===== config.mk =====
export PLATFORM = sky130hd
export DESIGN_NAME = output_stream_tx
export DESIGN_NICKNAME = d
export VERILOG_FILES = /design/src/rtl/output_stream_tx.sv
export SDC_FILE = /design/constraint.sdc
export NUM_CORES = 2
export LEC_CHECK = 0
export ABC_CLOCK_PERIOD_IN_PS = 12500
export BUFFER_PORTS_ARGS = -buffer_cell sky130_fd_sc_hd__buf_2
export CAP_MARGIN = 20
export CORE_ASPECT_RATIO = 0.7
export CORE_MARGIN = 2
export CORE_UTILIZATION = 52
export DETAILED_ROUTE_END_ITERATION = 10
export GPL_TIMING_DRIVEN = 1
export PLACE_DENSITY = 0.68
export SYNTH_ARGS = -nofsm -noshare
export SYNTH_HDL_FRONTEND = slang
export SYNTH_SLANG_ARGS = --single-unit
export TNS_END_PERCENT = 100

===== constraint.sdc =====
create_clock -name clk -period 12.5 [get_ports clk]
set_input_delay 0.625 -clock clk [delete_from_list [all_inputs] [get_ports clk]]
set_output_delay 0.625 -clock clk [all_outputs]
set_load 0.02 [all_outputs]

===== src/rtl/output_stream_tx.sv =====
// output_stream_tx: buffers the result matrix Y written by the compute core,
// then streams it out in row-major order on an AXI-Stream master port.
// Data path: single-port result buffer -> registered read -> 2-entry skid -> AXIS.
module output_stream_tx #(
  parameter int OUTW = 32,
  parameter int R    = 9,
  parameter int C    = 8,
  parameter int MAXK = 4,
  localparam int K_BITS      = $clog2(MAXK + 1),
  localparam int Y_ADDR_BITS = $clog2(R * C)
) (
  input  logic                   clk,
  input  logic                   reset,
  input  logic [OUTW-1:0]        Y_wr_data,
  input  logic [Y_ADDR_BITS-1:0] Y_wr_addr,
  input  logic                   Y_wr_en,
  input  logic [K_BITS-1:0]      K,
  input  logic                   compute_done,
  output logic                   output_ready,
  output logic                   output_sent,
  output logic [OUTW-1:0]        AXIS_TDATA,
  output logic                   AXIS_TVALID,
  output logic                   AXIS_TLAST,
  input  logic                   AXIS_TREADY
);

  localparam int DEPTH = R * C;
  localparam int CW    = Y_ADDR_BITS + 1;

  typedef enum logic [1:0] {S_IDLE, S_STREAM, S_DONE} state_t;

  state_t state_q, state_d;

  logic [OUTW-1:0] mem [DEPTH];
  logic [OUTW-1:0] rd_data_q;
  logic            rd_vld_q;
  logic            rd_last_q;

  logic [CW-1:0]   n_q;
  logic [CW-1:0]   rd_cnt_q;
  logic [CW-1:0]   beat_q;

  logic [OUTW-1:0] head_data_q, tail_data_q;
  logic            head_last_q, tail_last_q;
  logic            head_vld_q, tail_vld_q;

  logic [K_BITS-1:0] k_eff;
  logic [CW-1:0]     n_calc;
  logic [CW-1:0]     n_m1;
  logic [1:0]        fill_lvl;
  logic              wr_ok, start, pop, room, rd_issue, last_beat;

  // K==0 is treated as a 1x1 kernel
  assign k_eff  = (K == '0) ? K_BITS'(1) : K;
  assign n_calc = CW'((CW'(R + 1) - CW'(k_eff)) * (CW'(C + 1) - CW'(k_eff)));
  assign n_m1   = n_q - CW'(1);

  assign wr_ok = (state_q == S_IDLE) && Y_wr_en;
  assign start = (state_q == S_IDLE) && compute_done;
  assign pop   = head_vld_q && AXIS_TREADY;

  // Entries held or already in flight; a new read may only issue if its data
  // will find a free skid slot one cycle later (counting a pop happening now).
  assign fill_lvl = {1'b0, head_vld_q} + {1'b0, tail_vld_q} + {1'b0, rd_vld_q};
  assign room     = (fill_lvl <= 2'd1) || ((fill_lvl == 2'd2) && pop);
  assign rd_issue = (state_q == S_STREAM) && (rd_cnt_q < n_q) && room;

  assign last_beat = (state_q == S_STREAM) && pop && (beat_q == n_m1);

  // State register
  always_ff @(posedge clk) begin
    if (reset) state_q <= S_IDLE;
    else       state_q <= state_d;
  end

  // Next-state logic
  always_comb begin
    state_d = state_q;
    case (state_q)
      S_IDLE:   if (compute_done) state_d = S_STREAM;
      S_STREAM: if (last_beat)    state_d = S_DONE;
      S_DONE:                     state_d = S_IDLE;
      default:                    state_d = S_IDLE;
    endcase
  end

  // Status outputs decoded from state
  always_comb begin
    output_ready = (state_q == S_IDLE);
    output_sent  = (state_q == S_DONE);
  end

  // Result buffer write port, open only while idle
  always_ff @(posedge clk) begin
    if (wr_ok) mem[Y_wr_addr] <= Y_wr_data;
  end

  // Result buffer registered read port
  always_ff @(posedge clk) begin
    if (rd_issue) rd_data_q <= mem[rd_cnt_q[Y_ADDR_BITS-1:0]];
  end

  // Counters, read pipeline tags and the 2-entry output skid
  always_ff @(posedge clk) begin
    if (reset) begin
      n_q         <= '0;
      rd_cnt_q    <= '0;
      beat_q      <= '0;
      rd_vld_q    <= 1'b0;
      rd_last_q   <= 1'b0;
      head_data_q <= '0;
      head_last_q <= 1'b0;
      head_vld_q  <= 1'b0;
      tail_data_q <= '0;
      tail_last_q <= 1'b0;
      tail_vld_q  <= 1'b0;
    end else begin
      rd_vld_q  <= rd_issue;
      rd_last_q <= rd_issue && (rd_cnt_q == n_m1);

      if (start) begin
        n_q      <= n_calc;
        rd_cnt_q <= '0;
        beat_q   <= '0;
      end else begin
        if (rd_issue) rd_cnt_q <= rd_cnt_q + CW'(1);
        if (pop && (beat_q != n_m1)) beat_q <= beat_q + CW'(1);
      end

      if (state_q != S_STREAM) begin
        head_vld_q <= 1'b0;
        tail_vld_q <= 1'b0;
      end else if (pop) begin
        if (tail_vld_q) begin
          head_data_q <= tail_data_q;
          head_last_q <= tail_last_q;
          tail_vld_q  <= rd_vld_q;
          if (rd_vld_q) begin
            tail_data_q <= rd_data_q;
            tail_last_q <= rd_last_q;
          end
        end else begin
          head_vld_q <= rd_vld_q;
          if (rd_vld_q) begin
            head_data_q <= rd_data_q;
            head_last_q <= rd_last_q;
          end
        end
      end else if (rd_vld_q) begin
        if (!head_vld_q) begin
          head_data_q <= rd_data_q;
          head_last_q <= rd_last_q;
          head_vld_q  <= 1'b1;
        end else begin
          tail_data_q <= rd_data_q;
          tail_last_q <= rd_last_q;
          tail_vld_q  <= 1'b1;
        end
      end
    end
  end

  assign AXIS_TDATA  = head_data_q;
  assign AXIS_TVALID = head_vld_q;
  assign AXIS_TLAST  = head_vld_q && head_last_q;

endmodule


==> summary.txt <==
Outcome
  – Outcome: finished clean

Worst hold path
  – Hold Crit Endpoint: n_q[3]$_SDFFE_PP0P_
  – Hold Crit Class: primary input to flip-flop
  – Worst hold start: K[0]
  – Hold Crit Depth: 4

STA
  – Slew HR: 0.1498
  – Worst setup slack after layout: 7046 ps
  – RSZ-0062 raised after global routing: no
  – Fmax: 0.1833 GHz
  – Slew Viols, Final: 0
  – Fin crit period: 5454 ps
  – Period utilization: 0.4364
  – Final setup viols: 0
  – Setup Skew: 44.08 ps
  – Final hold vios: 0
  – Slew @ Worst Pin: 1275 ps
  – Setup TNS: 0 ps

Route
  – Wire per inst: 34.75 um
  – Routed wire length: 252500 um
  – Met1 WL: 100400 um
  – Drt initial violations: 8375
  – Via density: 6.545
  – Met3 WL: 39110 um
  – Via count: 47.56k
  – Drc violations: 0
  – DRT Pass-1 Iters: 9
  – Top Metal Used: met5
  – Met2 wire length: 107800 um
  – Post-DRT Antenna Nets: 0

Global route
  – Total track usage: 0.2746
  – Vias in the first global route: 45.64k
  – Initial antenna violation count: 17
  – First-pass GRT wire length: 352800 um
  – Largest net degree at the start of global routing: 118
  – Total grt overflow: 0

Critical path
  – Crit. Startpoint: rd_cnt_q[1]$_SDFFE_PP0P_
  – Crit-path slowest cell: a221oi_1
  – Max FO, Critical Path: 62
  – Critical Path Sink Type: flip-flop
  – Peak per-stage delay on the critical path: 1010 ps
  – CP dominant cell by count: buf_4
  – Worst path top cell family by delay: buffers and inverters
  – Reg2reg start: rd_cnt_q[1]$_SDFFE_PP0P_
  – CP arrival: 6150 ps
  – Setup CP Type: flip-flop to flip-flop
  – Flop2flop setup slack: 7050 ps
  – Buf+Inv Stages, Crit Path: 3
  – CP cell instances: buf_4 > buf_4 > buf_4 > mux4_2 > mux2i_1 > a221oi_1 > nand2_1 > nand3_1
  – R2R depth: 8
  – Worst setup SP type: flip-flop
  – Required time worst endpoint: 13200 ps
  – R2R Path End: rd_data_q[27]$_DFFE_PP_

Cells and area
  – Final Core Density: 0.5840
  – FF+latch area: 72070 um^2
  – Nets: 4782
  – Area of the multi-input gates: 21100 um^2
  – Layout cell share with drive strength beyond 1: 0.2586
  – Syn-to-layout area delta: 11.61%
  – Fillers: 12.70k

Power and ir drop
  – Leakage: 0.03200 uW
  – Peak supply drop: 0.1300 mV
  – Power share of the clock group: 0.403
  – Comb pwr share: 0.039
  – Switching share of total power: 0.2080
  – Internal power of the cells: 12790 uW
  – Cell Pwr Density: 154.1 nW/um^2
  – Part of the power in registers: 0.557
  – Switching power: 3357 uW

Die
  – Io pins: 83
  – Die X-Extent: 511.8 um
  – # rows: 130
  – Die H: 359.5 um
  – Core area: 179400 um^2
  – Starting Density: 0.5232
  – Die area: 184000 um^2

Clock tree
  – Clock sink count: 2431
  – CTS tree: built
  – Clock root cell: clkbuf_16
  – Clock Latency Late Sink: 870 ps
  – Post-CTS Setup Inserts: 0
  – Num CTS Buffers: 212
  – Post-CTS sizing: 0
  – Clock Pin Slew Worst Setup and Hold Paths: 70 ps
  – CTS H-Tree Depth: 4
  – Max clock buf depth: 3
  – Hold Buf Count CTS: 0

Synth
  – Most common cell in the synthesized netlist: edfxtp_1
  – Synth area leader: edfxtp_1
  – Yosys warnings: 0
  – Post-Syn Nets: 4574
  – Yosys top cell area share: 0.7473
  – Commonest cells post-synth: edfxtp_1, mux4_2, nand2_1
  – Ys async rst share: 0
  – Mapped Area: 93870 um^2
  – Yosys reg bits: 2431
  – Mean area per synthesized cell: 20.84 um^2
  – Dominant cells by area after synthesis: edfxtp_1, mux4_2, dfxtp_1
  – Synth Flop Type: edfxtp_1
  – Cells after Synth: 4505
  – Post-synth EDFFs: 2336
  – Sequential area share after synthesis: 0.7675
  – Synth cell types: 71

Placement
  – Hpwl dp: 138100 um
  – Routability Congestion: 0.8535
  – Setup WS pre-CTS: 7128 ps
  – PortBufs: 82

Run
  – Max-cap violations: 0
==> final cells by class <==
cell class	instances	share of cell area
multi-input combinational	1793	0.2014
timing repair buffer	253	0.01672
antenna	2	0.00004777
sequential	2431	0.6879
clock buffer	271	0.05427
tap	2376	0.02838
clock inverter	118	0.01050
inverter	22	0.0008360
==> cell usage in the layout (no fill, tap or decap), types with 13 or more instances in the layout <==
| cell type | synthesis | final |
|---|---|---|
| a21oi_1 | 88 | 88 |
| a22oi_1 | 21 | 21 |
| a311oi_1 | 35 | 35 |
| buf_2 | 70 | 82 |
| buf_4 | 34 | 165 |
| bufinv_16 | 0 | 19 |
| clkbuf_1 | 123 | 44 |
| clkbuf_16 | 0 | 218 |
| clkinv_1 | 1 | 51 |
| clkinv_2 | 0 | 34 |
| dfxtp_1 | 95 | 89 |
| edfxtp_1 | 2336 | 2336 |
| ha_1 | 20 | 20 |
| inv_1 | 20 | 20 |
| mux2_2 | 58 | 58 |
| mux2i_1 | 154 | 154 |
| mux4_2 | 560 | 560 |
| nand2_1 | 264 | 264 |
| nand3_1 | 87 | 87 |
| nor2_1 | 155 | 81 |
| nor2_4 | 0 | 71 |
| nor2b_1 | 16 | 15 |
| o21a_1 | 23 | 23 |
| o21ai_0 | 47 | 47 |
| o221ai_1 | 23 | 23 |
| o22ai_1 | 45 | 45 |
| xnor2_1 | 13 | 13 |
==> per-layer routing <==
metal | up-vias | track usage
li1 | 19101 | -
met1 | 25027 | 0.4195
met2 | 3111 | 0.3763
met3 | 310 | 0.1017
met4 | 10 | 0.05917
met5 | - | 0.02197
==> worst register-to-register path: cells and delay by family (launching register included) <==
family / cells / cell delay (ps)
compound gates: 1 / 1010
buf+inv: 3 / 2490
flops: 1 / 900
mux: 2 / 460
simple gates: 2 / 450
==> kinds of logic (layout without fill, tap and decap cells) <==
group	count (synthesis)	in the layout	share of synthesized area
AO/OA/AOI/OAI	376	376	0.02751
XOR/XNOR	19	19	0.001919
adder cells (fa/ha/maj)	22	22	0.003092
buffers and inverters	281	664	0.01369
flip-flops	2431	2431	0.7675
multiplexers	772	772	0.1577
other	1	3	0.00003995
AND/OR/NAND/NOR	603	603	0.02850
==> per-stage QoR <==
step                      instance area, um^2  std cells  hold WS (ps)  power (uW)
final                                  104800       7266         96.46       16140
after floorplan                         93870       4505         432.1        9515
after detailed placement                97950       6871         447.5        9802
after global placement                  97930       6870         442.8        9789
after global routing                   104800       7265         90.10       16550
after CTS                              104700       7260         53.79       16190
==> worst max-delay path by stage <==
stage,endpoint,cells past startpoint
after global placement,rd_data_q[27]$_DFFE_PP_,8
after CTS,rd_data_q[27]$_DFFE_PP_,8
after detailed placement,rd_data_q[27]$_DFFE_PP_,8
after global routing,rd_data_q[27]$_DFFE_PP_,8
final,rd_data_q[27]$_DFFE_PP_,8
after floorplan,mem[24][0]$_DFFE_PP_,5
==> registers in the layout, summed over array words and instances (netlist names) <==
signal and flops:
AXIS_TDATA 32, AXIS_TVALID 1, beat_q 8, head_last_q 1
mem 2304, n_q 7, rd_cnt_q 8, rd_data_q 32
rd_last_q 1, rd_vld_q 1, state_q 2, tail_data_q 32
tail_last_q 1, tail_vld_q 1
==> power by group through the flow <==
stage	Clock [uW]	Sequential, uW	Combinational, uW
finish	6510	9000	632
CTS	6570	9000	631
floorplan	0	9140	372
detailed placement	0	9170	630
global placement	0	9170	618
global route	6880	9000	672
Note: power is estimated with default switching activity, not from simulation.
